`config.mk`:
```
export PLATFORM = sky130hd
export DESIGN_NAME = serial_word_deserializer_flat
export DESIGN_NICKNAME = d
export VERILOG_FILES = /design/src/rtl/fir_filter_pkg.sv /design/src/rtl/serial_word_deserializer_if.sv /design/src/rtl/serial_word_deserializer.sv /design/src/flat_wrapper.sv
export SDC_FILE = /design/constraint.sdc
export NUM_CORES = 1
export LEC_CHECK = 0
export CAP_MARGIN = 20
export CORE_UTILIZATION = 50
export DETAILED_ROUTE_END_ITERATION = 8
export GPL_TIMING_DRIVEN = 1
export HOLD_SLACK_MARGIN = 0.05
export PLACE_DENSITY = 0.76
export SYNTH_ARGS = -nofsm -noshare
export SYNTH_HDL_FRONTEND = slang
export SYNTH_SLANG_ARGS = --single-unit
export TNS_END_PERCENT = 100
```
`constraint.sdc`:
```
create_clock -name i_clk -period 1.8 [get_ports i_clk]
set_clock_uncertainty 0.15 [all_clocks]
set_input_delay 0.45 -clock i_clk [delete_from_list [all_inputs] [get_ports i_clk]]
set_output_delay 0.45 -clock i_clk [all_outputs]
set_load 0.05 [all_outputs]
```
`src/rtl/fir_filter_pkg.sv`:
```
// Shared types and constants for the fir_filter datapath: sample width,
// sample type and the serial deserializer state encoding.
package fir_filter_pkg;

    localparam int DEFAULT_DATA_WIDTH = 24;

    typedef logic [DEFAULT_DATA_WIDTH-1:0] sample_t;

    typedef enum logic [1:0] {
        IDLE     = 2'd0,
        ARM      = 2'd1,
        SHIFT    = 2'd2,
        WAIT_LOW = 2'd3
    } deser_state_t;

    // A new frame may only be granted when the output buffer is empty or
    // being emptied on the same edge, so a completed frame never overwrites.
    function automatic logic buffer_can_accept(input logic word_valid,
                                               input logic word_ready);
        return (!word_valid) || word_ready;
    endfunction

endpackage

```
`src/rtl/serial_word_deserializer_if.sv`:
```
// Handshake bundle between the bit-serial source, the deserializer and the
// FIR core. The master side is the source/core environment.
interface serial_word_deserializer_if
    import fir_filter_pkg::*;
#(
    parameter int DATA_WIDTH = DEFAULT_DATA_WIDTH
) ();

    logic                  i_din;
    logic                  i_din_valid;
    logic                  o_ready;
    logic [DATA_WIDTH-1:0] o_word;
    logic                  o_word_valid;
    logic                  i_word_ready;
    logic                  o_busy;
    logic                  o_frame_err;

    modport master (
        output i_din,
        output i_din_valid,
        output i_word_ready,
        input  o_ready,
        input  o_word,
        input  o_word_valid,
        input  o_busy,
        input  o_frame_err
    );

    modport slave (
        input  i_din,
        input  i_din_valid,
        input  i_word_ready,
        output o_ready,
        output o_word,
        output o_word_valid,
        output o_busy,
        output o_frame_err
    );

endinterface

```
`src/rtl/serial_word_deserializer.sv`:
```
// Bit-serial to parallel input stage of the FIR filter: grants a frame with a
// one-cycle ready, shifts DATA_WIDTH bits LSB first and holds the word for the core.
module serial_word_deserializer
    import fir_filter_pkg::*;
#(
    parameter  int DATA_WIDTH = DEFAULT_DATA_WIDTH,
    localparam int CNT_WIDTH  = $clog2(DATA_WIDTH)
) (
    input  logic                     i_clk,
    input  logic                     i_rst_n,
    serial_word_deserializer_if.slave bus
);

    localparam logic [CNT_WIDTH-1:0] LAST_BIT = CNT_WIDTH'(DATA_WIDTH - 1);
    localparam logic [CNT_WIDTH-1:0] CNT_ONE  = CNT_WIDTH'(1);

    deser_state_t          state_r;
    deser_state_t          next_state_s;
    logic [CNT_WIDTH-1:0]  cnt_r;
    logic [DATA_WIDTH-1:0] shift_r;
    logic [DATA_WIDTH-1:0] word_r;
    logic                  word_valid_r;
    logic                  ready_r;
    logic                  busy_r;
    logic                  frame_err_r;

    logic                  last_bit_s;
    logic                  shift_en_s;
    logic                  abort_s;
    logic                  load_s;
    logic                  ready_d_s;
    logic                  busy_d_s;
    logic [DATA_WIDTH-1:0] assembled_s;

    assign last_bit_s = (cnt_r == LAST_BIT);

    // State register.
    always_ff @(posedge i_clk or negedge i_rst_n) begin
        if (!i_rst_n) begin
            state_r <= IDLE;
        end else begin
            state_r <= next_state_s;
        end
    end

    // Next-state decode.
    always_comb begin
        next_state_s = state_r;
        case (state_r)
            IDLE: begin
                if (bus.i_din_valid && buffer_can_accept(word_valid_r, bus.i_word_ready)) begin
                    next_state_s = ARM;
                end else begin
                    next_state_s = IDLE;
                end
            end
            ARM: begin
                next_state_s = SHIFT;
            end
            SHIFT: begin
                if (!bus.i_din_valid) begin
                    next_state_s = IDLE;
                end else if (last_bit_s) begin
                    next_state_s = WAIT_LOW;
                end else begin
                    next_state_s = SHIFT;
                end
            end
            WAIT_LOW: begin
                // A held-high valid must drop once before the next grant.
                if (!bus.i_din_valid) begin
                    next_state_s = IDLE;
                end else begin
                    next_state_s = WAIT_LOW;
                end
            end
            default: begin
                next_state_s = IDLE;
            end
        endcase
    end

    // Per-state control strobes and next values of the registered outputs.
    always_comb begin
        shift_en_s = 1'b0;
        abort_s    = 1'b0;
        load_s     = 1'b0;
        if (state_r == SHIFT) begin
            shift_en_s = bus.i_din_valid;
            abort_s    = !bus.i_din_valid;
            load_s     = bus.i_din_valid && last_bit_s;
        end else begin
            shift_en_s = 1'b0;
            abort_s    = 1'b0;
            load_s     = 1'b0;
        end
        ready_d_s = (next_state_s == ARM);
        busy_d_s  = (next_state_s == ARM) || (next_state_s == SHIFT);
    end

    // The final bit goes straight into the output word, bypassing the shifter.
    always_comb begin
        assembled_s                 = shift_r;
        assembled_s[DATA_WIDTH-1]   = bus.i_din;
    end

    // Bit counter: cleared on entry to SHIFT and on abort, saturates at the last bit.
    always_ff @(posedge i_clk or negedge i_rst_n) begin
        if (!i_rst_n) begin
            cnt_r <= '0;
        end else if ((state_r == ARM) || abort_s) begin
            cnt_r <= '0;
        end else if (shift_en_s && !last_bit_s) begin
            cnt_r <= cnt_r + CNT_ONE;
        end else begin
            cnt_r <= cnt_r;
        end
    end

    // Shift register collecting bits LSB first; partial words are discarded.
    always_ff @(posedge i_clk or negedge i_rst_n) begin
        if (!i_rst_n) begin
            shift_r <= '0;
        end else if ((state_r == ARM) || abort_s) begin
            shift_r <= '0;
        end else if (shift_en_s) begin
            shift_r[cnt_r] <= bus.i_din;
        end else begin
            shift_r <= shift_r;
        end
    end

    // Output holding register and valid flag; a same-edge load wins over a consume.
    always_ff @(posedge i_clk or negedge i_rst_n) begin
        if (!i_rst_n) begin
            word_r       <= '0;
            word_valid_r <= 1'b0;
        end else if (load_s) begin
            word_r       <= assembled_s;
            word_valid_r <= 1'b1;
        end else if (bus.i_word_ready) begin
            word_r       <= word_r;
            word_valid_r <= 1'b0;
        end else begin
            word_r       <= word_r;
            word_valid_r <= word_valid_r;
        end
    end

    // Registered status outputs.
    always_ff @(posedge i_clk or negedge i_rst_n) begin
        if (!i_rst_n) begin
            ready_r     <= 1'b0;
            busy_r      <= 1'b0;
            frame_err_r <= 1'b0;
        end else begin
            ready_r     <= ready_d_s;
            busy_r      <= busy_d_s;
            frame_err_r <= abort_s;
        end
    end

    assign bus.o_ready      = ready_r;
    assign bus.o_word       = word_r;
    assign bus.o_word_valid = word_valid_r;
    assign bus.o_busy       = busy_r;
    assign bus.o_frame_err  = frame_err_r;

endmodule

```
`src/flat_wrapper.sv`:
```
// flat-port wrapper written by rule: the top's interface ports become plain ports
module serial_word_deserializer_flat import fir_filter_pkg::*;
#(
    parameter  int DATA_WIDTH = DEFAULT_DATA_WIDTH,
    localparam int CNT_WIDTH  = $clog2(DATA_WIDTH)
)
  (i_clk, i_rst_n, bus_i_din, bus_i_din_valid, bus_i_word_ready, bus_o_ready, bus_o_word, bus_o_word_valid, bus_o_busy, bus_o_frame_err);
  serial_word_deserializer_if #(.DATA_WIDTH(DATA_WIDTH)) bus_i ();
  input  logic i_clk;
  input  logic i_rst_n;
  input wire logic [$bits(bus_i.i_din)-1:0] bus_i_din;
  input wire logic [$bits(bus_i.i_din_valid)-1:0] bus_i_din_valid;
  input wire logic [$bits(bus_i.i_word_ready)-1:0] bus_i_word_ready;
  output wire logic [$bits(bus_i.o_ready)-1:0] bus_o_ready;
  output wire logic [$bits(bus_i.o_word)-1:0] bus_o_word;
  output wire logic [$bits(bus_i.o_word_valid)-1:0] bus_o_word_valid;
  output wire logic [$bits(bus_i.o_busy)-1:0] bus_o_busy;
  output wire logic [$bits(bus_i.o_frame_err)-1:0] bus_o_frame_err;
  assign bus_i.i_din = bus_i_din;
  assign bus_i.i_din_valid = bus_i_din_valid;
  assign bus_i.i_word_ready = bus_i_word_ready;
  assign bus_o_ready = bus_i.o_ready;
  assign bus_o_word = bus_i.o_word;
  assign bus_o_word_valid = bus_i.o_word_valid;
  assign bus_o_busy = bus_i.o_busy;
  assign bus_o_frame_err = bus_i.o_frame_err;
  serial_word_deserializer #(.DATA_WIDTH(DATA_WIDTH)) u_core (.i_clk(i_clk), .i_rst_n(i_rst_n), .bus(bus_i));
endmodule
```
==> metrics.txt, run 1 <==
first-pass GRT wire length=9380 um; r2r startpoint=u_core.cnt_r[1]; initial antenna violation count=0; # Max-Cap Violations=0; syn_nets=240; number of diodes=0; crit start category=primary input; crit path capture type=flip-flop; setup TNS=0 ns; post-synth top area share=53.2%; Multi-input gate area=roughly 1100 sq um; final-report max-slew violation count=0; CTS root buf=clkbuf_8; Clock transition at path regs=~0.06 ns; Finished Layout Cells=~360; drt total wl=5730 um; setup violators final=0; nets@finish=298; first drt pass iteration count=4; synthesized cell area=around 2700 sq um; top_reg_cell synth=dfrtp_1; Worst Path Arrival=between 1.5 and 2 ns; Placed Instances=around 350; async set-reset flop share out of synthesis=between 90% and 100%; clock net sink count=a little under 60; worst hold path class=flip-flop to flip-flop; WP data required=roughly 1.9 ns; most area-hungry cell type in the Yosys netlist=dfrtp_1; deepest clock path buffer count=2; Synth Area per Inst=11.9 sq um; #FFs+latches synth=58; slew margin rel.=77.9%; PortBufs=32; P per Cell Area=between 900 and 1000 nW/um^2; Worst Tran Pin Value=roughly 0.33 ns; largest net degree at the start of global routing=approximately 60; Die W=75.9 um; H-tree depth=3; vias in the first global route=1,938; CTS tree=yes; post-synthesis sequential area ratio=53.2%; Register Area=1460 sq um; Worst Hold Launch=u_core.shift_r[18]; Setup CP Type=primary input to flip-flop; Vias=a little under 2,000; row count=26; Starting DRT DRC Count=84; # IOs=33; Vias/cell=5.36; Syn Inst Count=between 200 and 250; initial core utilization=between 50% and 60%; EDFF count, synth=0; leak pwr=~1.9 nW; post-synth cell types=40; Synth warnings=0; final hold violations=0; GRT Util Overall=23.2%; fill cell total of the finished layout=317; Area Growth Syn to Fin=40.0%; CORE AREA=roughly 5200 sq um; fin crit share=between 90% and 100%; post-route setup slack=between 0.08 and 0.09 ns; Crit Path Max Fanout=2; Chip Height=about 76 um; antenna-violating nets left=0; Routability Congestion=0.802; dominant cells by area after synthesis=dfrtp_1 53%, mux2_2 6.2%, mux2i_1 5.9%, nand3_1 5.3%, mux2_1 3.7%; GRT overflow=0; Wirelength per Cell=15.8 um; outcome=finished clean; CTS buffer count=9; post-detail-place hpwl=3980 um; Power Total=between 3 and 4 mW; die area=approximately 5800 sq um; VDD IR max=just over 0.0006 V; DRC violations left=0; final worst path period need=1.72 ns; crit path launch=bus_i_word_ready; fmax=583 MHz; setup slack at placement=-0.310 ns; Clock Latency Late Sink=roughly 0.34 ns; share of post-route cells with drive strength above 1=between 30% and 40%
-- sequential cells by signal, summed over array words and instances (netlist names) --
| name | cells |
|---|---|
| u_core.bus.o_ready | 1 |
| u_core.cnt_r | 5 |
| u_core.bus.o_frame_err | 1 |
| u_core.bus.o_word_valid | 1 |
| u_core.shift_r | 23 |
| u_core.bus.o_word | 24 |
| u_core.bus.o_busy | 1 |
| u_core.state_r | 2 |
-- layout make-up --
type	instances	area share, %
inverters	6	0.590
repair buffers	66	23.4
flip-flops and latches	58	38.1
clock inverters	4	1.28
multi-input cells	147	30.0
clock buffers	12	4.33
well taps	70	2.29
-- worst max-delay path: stages --
cell	delay (ns)
clkdlybuf4s50_1	0.47
nor2b_1	0.06
or3_1	0.32
a21boi_0	0.23
ha_1	0.27
inv_1	0.05
-- kinds of logic after synthesis --
logic type / count (synthesis) / share of synthesized area (%)
AO/OA/AOI/OAI: 24 / 5.73
flip-flops: 58 / 53.2
buffers and inverters: 25 / 5.55
adder cells (fa/ha/maj): 5 / 2.29
AND/OR/NAND/NOR: 78 / 17.4
multiplexers: 40 / 15.8
-- Yosys cell counts, types with 2 or more instances --
library cell / n
and4b_1: 5
a21boi_0: 2
nor2_1: 2
dfrtp_1: 58
nor2b_1: 2
mux2_2: 15
nand2_1: 15
buf_4: 3
inv_1: 6
mux2_1: 9
buf_6: 5
and3b_1: 2
a21oi_1: 9
or3_1: 4
clkbuf_1: 4
nand4b_1: 2
o21ai_0: 7
nand3_1: 29
nor3_1: 3
nor3b_2: 2
ha_1: 5
mux2i_1: 16
buf_2: 7
a21bo_2: 2
-- cells in the final DEF, fill, tap and decap left out, types with 2 or more instances in the layout --
cell type | Yosys | final
nor3b_2 | 2 | 2
nand2_1 | 15 | 15
dfrtp_2 | 0 | 3
nor2b_1 | 2 | 2
buf_4 | 3 | 30
and4b_1 | 5 | 5
a21oi_1 | 9 | 9
and3b_1 | 2 | 2
clkdlybuf4s50_1 | 0 | 2
mux2i_1 | 16 | 16
o21ai_0 | 7 | 6
mux2_2 | 15 | 15
nand3_1 | 29 | 29
clkbuf_8 | 0 | 12
ha_1 | 5 | 4
buf_12 | 0 | 31
dfrtp_1 | 58 | 55
nor3_1 | 3 | 3
a21boi_0 | 2 | 2
nor2_1 | 2 | 2
a21bo_2 | 2 | 2
nand4b_1 | 2 | 2
mux2_1 | 9 | 9
or3_1 | 4 | 4
inv_1 | 6 | 6
clkinv_2 | 0 | 2
-- power by group --
part / switching (mW) / internal (mW) / leakage [nW]
Combinational: 0.481 / 0.400 / 1.02
Sequential: 0.113 / 1.39 / 0.799
Clock: 0.514 / 0.750 / 0.112
-- routing by layer --
metal  track usage, %  wire length, um  vias to the layer above
li1                 -                -                      927
met3             6.48              280                       12
met2             36.4             2800                       50
met4             11.5               79                        0
met1             29.6             2570                      955
met5                0                0                        -
-- path summary, 6_finish.rpt --
check	slack (ns)	end	cells after the start
setup / recovery	0.08	u_core.bus.o_busy	6
hold / removal	0.35	u_core.bus.o_word[18]	1
setup reg to reg	0.09	u_core.bus.o_busy	6
hold reg to reg	0.35	u_core.bus.o_word[18]	1
max in group asynchronous	0.75	u_core.shift_r[3]	3
min in group asynchronous	0.49	u_core.bus.o_word[0]	3
-- stage by stage --
| stage | cell area [sq um] | hold slack [ns] | utilization [%] |
|---|---|---|---|
| after floorplan | 2730 | 0.00441 | - |
| after global placement | 3570 | 0.326 | 69.0 |
| after global routing | 3820 | 0.375 | 73.8 |
| after detailed placement | 3570 | 0.322 | 69.0 |
| after CTS | 3800 | 0.347 | 73.5 |
| final | 3820 | 0.346 | 73.8 |
-- timing repair --
| action | 4_1_cts | 5_1_grt |
|---|---|---|
| pin swaps | 0 | 2 |
| setup buffers | 0 | 0 |
| hold buffers | 1 | 0 |
| setup endpoints to repair | 4 | 27 |
| hold endpoints to repair | 58 | 0 |
| gates resized for setup | 2 | 5 |
Power figures use the tool's default switching activity.
==> inputs of run 2 (changes only) <==
Settings changed: CTS_CLUSTER_SIZE from default to 14.
==> results of run 2 <==
No change in the layout: final DEF, timing and power equal those of run 1.
==> inputs of run 3 (changes only) <==
Settings changed: CAP_MARGIN 20 to 40.
==> results of run 3 <==
No change in the layout: final DEF, timing and power equal those of run 1.
